$ cat config.mk
export PLATFORM = sky130hd
export DESIGN_NAME = clk_period_meter_flat
export DESIGN_NICKNAME = d
export VERILOG_FILES = /design/src/rtl/clk_period_meter_if.sv /design/src/rtl/clk_period_meter.sv /design/src/flat_wrapper.sv
export SDC_FILE = /design/constraint.sdc
export NUM_CORES = 1
export LEC_CHECK = 0
export ABC_AREA = 1
export BUFFER_PORTS_ARGS = -buffer_cell sky130_fd_sc_hd__buf_2
export CAP_MARGIN = 10
export CELL_PAD_IN_SITES_DETAIL_PLACEMENT = 0
export CELL_PAD_IN_SITES_GLOBAL_PLACEMENT = 1
export CORE_UTILIZATION = 45
export CTS_BUF_LIST = sky130_fd_sc_hd__clkbuf_8
export DETAILED_ROUTE_END_ITERATION = 6
export PLACE_DENSITY_LB_ADDON = 0.1
export SLEW_MARGIN = 25
export SYNTH_ARGS = -nofsm -noshare
export SYNTH_HDL_FRONTEND = slang
export SYNTH_SLANG_ARGS = --single-unit
$ cat constraint.sdc
create_clock -name clkin -period 2.3 [get_ports clkin]
set_input_delay 0.115 -clock clkin [delete_from_list [all_inputs] [get_ports clkin]]
set_output_delay 0.115 -clock clkin [all_outputs]
set_load 0.03 [all_outputs]
$ cat src/rtl/clk_period_meter_if.sv
// clk_period_meter_if: result bus of the period meter.
//
// Handshake: meas_valid is a one-cycle strobe that marks the cycle in which
// meas_period/overflow take a new value. There is no ready; the producer never
// waits, and a consumer that misses a strobe reads the held meas_period.
// state_dbg mirrors the FSM (0 = WAIT_EDGE, 1 = MEASURE) for observation.
interface clk_period_meter_if #(
    parameter int CNT_W = 24
);
    logic             sig_in;
    logic [CNT_W-1:0] meas_period;
    logic             meas_valid;
    logic             overflow;
    logic             state_dbg;

    // The meter drives results and consumes the raw input.
    modport master (
        input  sig_in,
        output meas_period,
        output meas_valid,
        output overflow,
        output state_dbg
    );

    // The environment drives the raw input and consumes results.
    modport slave (
        output sig_in,
        input  meas_period,
        input  meas_valid,
        input  overflow,
        input  state_dbg
    );
endinterface

$ cat src/rtl/clk_period_meter.sv
// clk_period_meter: measures the period of a slow asynchronous square wave
// in clkin cycles. Each completed period yields a registered result with a
// one-cycle strobe; a stalled input saturates the counter and is reported as
// an all-ones overflow result.
//
// Optional feature: define CLK_METER_AVG_EN to report the truncated average
// of every 4 consecutive periods instead of each period individually.
module clk_period_meter #(
    parameter int IN_CLK_FRQ = 1000000,
    parameter int CNT_W      = 24
) (
    input logic                reset,
    input logic                clkin,
    clk_period_meter_if.master bus
);

    if (CNT_W < 4 || CNT_W > 32 || IN_CLK_FRQ <= 0) begin : g_bad_param
        $error("clk_period_meter: CNT_W must be 4..32 and IN_CLK_FRQ positive");
    end

    typedef enum logic {
        WAIT_EDGE = 1'b0,
        MEASURE   = 1'b1
    } state_t;

    localparam logic [CNT_W-1:0] CNT_MAX = '1;
    localparam logic [CNT_W-1:0] CNT_ONE = CNT_W'(1);

    state_t           state;
    state_t           state_nxt;
    logic             s1;
    logic             s2;
    logic             s3;
    logic             rise;
    logic [CNT_W-1:0] count;
    logic [CNT_W-1:0] count_nxt;
    logic             period_done;
    logic             timeout;
    logic             report;
    logic [CNT_W-1:0] report_val;

    // Two-flop synchronizer plus one delay flop for rising-edge detection.
    always_ff @(posedge clkin or posedge reset) begin
        if (reset) begin
            s1 <= 1'b0;
            s2 <= 1'b0;
            s3 <= 1'b0;
        end else begin
            s1 <= bus.sig_in;
            s2 <= s1;
            s3 <= s2;
        end
    end

    assign rise = s2 & ~s3;

    // FSM state and period counter registers.
    always_ff @(posedge clkin or posedge reset) begin
        if (reset) begin
            state <= WAIT_EDGE;
            count <= '0;
        end else begin
            state <= state_nxt;
            count <= count_nxt;
        end
    end

    // Next state and counter; saturation wins over a coincident rise.
    always_comb begin
        state_nxt   = state;
        count_nxt   = count;
        period_done = 1'b0;
        timeout     = 1'b0;
        case (state)
            WAIT_EDGE: begin
                if (rise) begin
                    count_nxt = CNT_ONE;
                    state_nxt = MEASURE;
                end
            end
            MEASURE: begin
                if (count == CNT_MAX) begin
                    timeout   = 1'b1;
                    state_nxt = WAIT_EDGE;
                end else if (rise) begin
                    period_done = 1'b1;
                    count_nxt   = CNT_ONE;
                end else begin
                    count_nxt = count + CNT_ONE;
                end
            end
            default: begin
                state_nxt = WAIT_EDGE;
            end
        endcase
    end

`ifdef CLK_METER_AVG_EN
    logic [CNT_W+1:0] acc;
    logic [CNT_W+1:0] acc_sum;
    logic [1:0]       grp;

    assign acc_sum    = acc + {2'b00, count};
    assign report     = period_done && (grp == 2'd3);
    assign report_val = acc_sum[CNT_W+1:2];

    // Accumulate groups of four periods; a timeout restarts the group.
    always_ff @(posedge clkin or posedge reset) begin
        if (reset) begin
            acc <= '0;
            grp <= 2'd0;
        end else if (timeout) begin
            acc <= '0;
            grp <= 2'd0;
        end else if (period_done) begin
            if (grp == 2'd3) begin
                acc <= '0;
                grp <= 2'd0;
            end else begin
                acc <= acc_sum;
                grp <= grp + 2'd1;
            end
        end
    end
`else
    assign report     = period_done;
    assign report_val = count;
`endif

    // Result registers: held between updates, strobe lasts one cycle.
    always_ff @(posedge clkin or posedge reset) begin
        if (reset) begin
            bus.meas_period <= '0;
            bus.meas_valid  <= 1'b0;
            bus.overflow    <= 1'b0;
        end else begin
            bus.meas_valid <= 1'b0;
            if (timeout) begin
                bus.meas_period <= CNT_MAX;
                bus.meas_valid  <= 1'b1;
                bus.overflow    <= 1'b1;
            end else if (report) begin
                bus.meas_period <= report_val;
                bus.meas_valid  <= 1'b1;
                bus.overflow    <= 1'b0;
            end
        end
    end

    assign bus.state_dbg = (state == MEASURE);

endmodule

$ cat src/flat_wrapper.sv
// flat-port wrapper written by rule: the top's interface ports become plain ports
module clk_period_meter_flat 
#(
    parameter int IN_CLK_FRQ = 1000000,
    parameter int CNT_W      = 24
)
  (reset, clkin, bus_sig_in, bus_meas_period, bus_meas_valid, bus_overflow, bus_state_dbg);
  clk_period_meter_if #(.CNT_W(CNT_W)) bus_i ();
  input logic reset;
  input logic clkin;
  input wire logic [$bits(bus_i.sig_in)-1:0] bus_sig_in;
  output wire logic [$bits(bus_i.meas_period)-1:0] bus_meas_period;
  output wire logic [$bits(bus_i.meas_valid)-1:0] bus_meas_valid;
  output wire logic [$bits(bus_i.overflow)-1:0] bus_overflow;
  output wire logic [$bits(bus_i.state_dbg)-1:0] bus_state_dbg;
  assign bus_i.sig_in = bus_sig_in;
  assign bus_meas_period = bus_i.meas_period;
  assign bus_meas_valid = bus_i.meas_valid;
  assign bus_overflow = bus_i.overflow;
  assign bus_state_dbg = bus_i.state_dbg;
  clk_period_meter #(.IN_CLK_FRQ(IN_CLK_FRQ), .CNT_W(CNT_W)) u_core (.reset(reset), .clkin(clkin), .bus(bus_i));
endmodule
* Word-level counts from Yosys, hierarchy flattened
Cells that the tools add are included.
Word-level totals: output and inout port bits 27, input port bits 3, word-level logic and storage cells 34, bits in registers 54
Operators by class: reductions and logical operators 2, $add $sub $neg 1, eq/ne operators 3, bitwise operators 3, mux-type cells 17
Operators by type and width (count):
- $mux W24 | 5
- $pmux W24 S2 | 1
- $add A24 B1 Y24 const B | 1
- $eq A24 B24 Y1 const B | 1
- $mux W1 | 10
- $ne A2 B1 Y1 const B | 1
- $ne A2 B2 Y1 const B | 1
- $not A1 Y1 | 2
- $pmux W1 S2 | 1
- $reduce_and A2 Y1 | 1
- $reduce_bool A2 Y1 | 1
- $and A1 B1 Y1 | 1

* Longest topological paths before layout
depth after elaboration 7, mapped depth 12, depth with buffers taken out 11

* Least setup slack after synthesis
OpenSTA, ideal clock, no wires.
path kind reg-to-reg, start point reg u_core.count[0], end point reg u_core.bus.meas_period[18], path buffers 2, period minus slack after synthesis 1.703 ns, library setup time 0.119 ns, arrival 1.584 ns, slack 0.597 ns, stages on the path, launching flop included 13, required time 2.181 ns, cell sequence dfrtp_1 > ha_1 > nand2_2 > nor2_4 > nand2_2 > nor2_4 > nand3_2 > nand2_2 > nand2_2 > buf_6 > buf_6 > nand2_1 > o21ai_2
On the way: cells in the longest elaborated chain, start to end 4, elaborated cells between the ends (all ways) 7, those cells by class 1 x eq/ne; 5 x mux; 1 x reduce/logical
RTL lines:
- from (decl) | RTL line clk_period_meter.sv:35 | logic [CNT_W-1:0] count;
- from (signal assigned) | RTL line clk_period_meter.sv:64 | count <= count_nxt;
- $eq A24 B24 Y1 (*) | RTL line clk_period_meter.sv:82 | if (count == CNT_MAX) begin
- $mux W1 | RTL line clk_period_meter.sv:82
- $mux W1 | RTL line clk_period_meter.sv:74 | case (state)
- $mux W24 / $reduce_bool A2 Y1 (equally long branches)
- to (signal assigned) | RTL line clk_period_meter.sv:143 | bus.meas_period <= report_val;
- to (decl) | RTL line clk_period_meter_if.sv:19 | output meas_period,
Mark *: on every way between the ends. The rest lies on a longest branch, timed or not. A chain may end at the register's enable or synchronous reset.

* Worst setup path in the final report
start point reg u_core.count[0], end point reg u_core.bus.meas_period[16]
The elaborated chain is that of the path after synthesis.

==> out/qor.csv <==
metric;value;unit
seq_area_frac_synth;51.5;%
clkTransAtPathRegs;0.09;ns
gp_congestion;0.844;
switching_share;31.1;%
period_needed;1.95;ns
p_int;1.36;mW
fin_nets;361;
cp_max_fo;47;
power.share.clock;26.4;%
drt_first_iter_violations;95;
die_area;0.00614;mm²
core;0.00557;mm²
post-route-period-util;84.8;%
hold_viol;0;
htree_levels;2;
slew_headroom;54.5;%
ios;30;
outcome;completed;
pwr-share-seq;54.0;%
setup_violations;0;
required;2.50;ns
crit_type;register to register;
power_frac_comb;19.6;%
slowest_delay;0.43;ns
rr_startpoint;u_core.count[0];
crit_arrival;2.15;ns
totalNegativeSetupSlack;0;ns
yosysWarnings;0;
grt_pass1_vias;1961;
cts_max_path_buffers;2;
routedWlPerCell;13.4;µm
regArea;0.00135;mm²
grt_usage;20.9;%
via_count;2124;
worst_clock_skew;0.00722;ns
slew_violations;0;
cap_violations;0;
initial_core_util;47.1;%
synth_cells;321;
fillers;563;
worstSkewPairLatency;0.30;ns
die_y;78.4;µm
worstHoldPathType;primary input to async pin;
antennaDiodeCount;0;
grt_start_max_net_pins;48;
ys_seq_elements;54;
die_width;78.4;µm
syn-num-nets;325;
cts_tree;yes;
wirelength;5.75;mm
grt_overflow;0;
syn_avg_cell_area;8.17;µm²
worst_setup_path_start_kind;register;
peakVddDrop;0.380;mV
switchingPower;615;µW
rsz0062_at_grt;no;
cp-end-kind;register;
power_leakage;1.42;nW
netlist_area;0.00262;mm²
dp_hpwl;4.09;mm
io_buffers;29;
crit_top_cell;nand2_2;
numCtsBuffers;5;
syn2layout_area_growth;12.5;%
yosysUniqueCellTypes;22;
multi_input_area;0.00107;mm²
ant_nets;0;
crit_start;u_core.count[0];
p_per_area;671;mW/mm²
cts-root-buf;clkbuf_8;
timing.fmax;513;MHz
firstDrtPassIters;4;
slowest_stage;buf_4;
vias_per_cell;4.96;
drc;0;
grt_pass1_wl;9.74;mm
grt_antenna_before_repair;0;
path_delay_family;simple AND/OR/NAND/NOR gates;
crit_chain;ha_1 -> nand2_2 -> nor2_4 -> nand2_2 -> nor2_4 -> nand3_2 -> nand2_2 -> nand2_2 -> buf_4 -> inv_2 -> nand2_1 -> nand2_1;
clock-sinks;54;
drive_above_1_share;18.8;%
final_util;53.0;%
path_buf_inv;2;
row_count;27;
worst_slew_pin_slew;0.681;ns
==> worst reg2reg max path, stage by stage (launching register included) <==
cell	delay [ns]
dfrtp_1	0.40
ha_1	0.22
nand2_2	0.10
nor2_4	0.04
nand2_2	0.11
nor2_4	0.05
nand3_2	0.08
nand2_2	0.07
nand2_2	0.06
buf_4	0.43
inv_2	0.14
nand2_1	0.08
nand2_1	0.05
==> cell usage in the layout, fill, tap and decap left out, drive strengths merged <==
cell,synthesis,layout
buf,8,37
clkbuf,2,6
dfrtp,54,54
dlygate4sd3,0,2
ha,1,1
inv,35,35
nand2,101,101
nand3,30,30
nand4,7,7
nor2,30,30
nor3,3,3
o21ai,41,41
o22ai,1,1
xnor2,1,1
xor2,7,7
==> kinds of logic after synthesis <==
| kind of cell | share of synthesized area (%) |
|---|---|
| flops | 51.5 |
| xor+xnor | 2.67 |
| simple gates | 27.9 |
| buf+inv | 7.77 |
| compound gates | 9.63 |
| fa+ha+maj | 0.477 |
==> power by group through the flow <==
stage / Combinational [mW] / Sequential (mW) / Clock, mW
6_report: 0.388 / 1.07 / 0.523
5_1_grt: 0.432 / 1.08 / 0.577
4_1_cts: 0.393 / 1.07 / 0.543
3_5_place_dp: 0.389 / 1.08 / 0
3_3_place_gp: 0.387 / 1.08 / 0
2_1_floorplan: 0.216 / 1.14 / 0
==> cell usage after synthesis (all sizes together) <==
| library cell | count | area (µm²) |
|---|---|---|
| nand2 | 101 | 389 |
| dfrtp | 54 | 1350 |
| o21ai | 41 | 246 |
| inv | 35 | 131 |
| nand3 | 30 | 155 |
| nor2 | 30 | 130 |
| buf | 8 | 65.1 |
| nand4 | 7 | 43.8 |
| xor2 | 7 | 61.3 |
| nor3 | 3 | 15.0 |
| clkbuf | 2 | 7.51 |
| ha | 1 | 12.5 |
| o22ai | 1 | 6.26 |
| xnor2 | 1 | 8.76 |
==> sequential cells by signal, summed over array words and instances, names as in the netlist <==
register	flops
u_core.bus.meas_period	24
u_core.count	24
u_core.bus.meas_valid	1
u_core.bus.overflow	1
u_core.bus.state_dbg	1
u_core.s1	1
u_core.s2	1
u_core.s3	1
==> final cells by class <==
cell class                      count  area share, %
Tap cell                           72           3.05
Inverter                           35           4.45
Timing Repair Buffer               39           7.63
Clock buffer                        6           2.80
Sequential cell                    54           45.8
Multi-Input combinational cell    222           36.3
==> layer usage <==
layer  wire (µm)  GRT usage [%]
met5           0              0
met4          90           7.22
met3         199           4.07
met2        2410           32.2
met1        3050           29.5
==> final timing paths <==
path                                              end  depth (start not counted)  slack, ns
min in group clkin                          u_core.s2                          0       0.36
hold / removal                        u_core.count[7]                          3       0.33
setup reg to reg           u_core.bus.meas_period[16]                         12       0.35
max in group asynchronous            u_core.count[18]                          4       1.35
hold reg to reg                             u_core.s2                          0       0.36
setup / recovery           u_core.bus.meas_period[16]                         12       0.35
==> repair_timing <==
item | CTS | global route
hold buffers | 2 | 0
hold endpoints to repair | 15 | 0
buffers inserted | 0 | 0
resized for setup | 0 | 0
==> through the flow <==
stage	total power [mW]	setup WS [ns]	std cells	cell area, µm²	hold WS (ns)
floorplan	1.36	0.597	321	2620	0.146
global placement	1.47	0.147	420	2850	0.112
detailed placement	1.47	0.0657	420	2850	0.113
CTS	2.00	0.0733	428	2950	0.329
global route	2.09	0.151	428	2950	0.360
finish	1.98	0.349	428	2950	0.330
(Power assumes the default switching activity.)
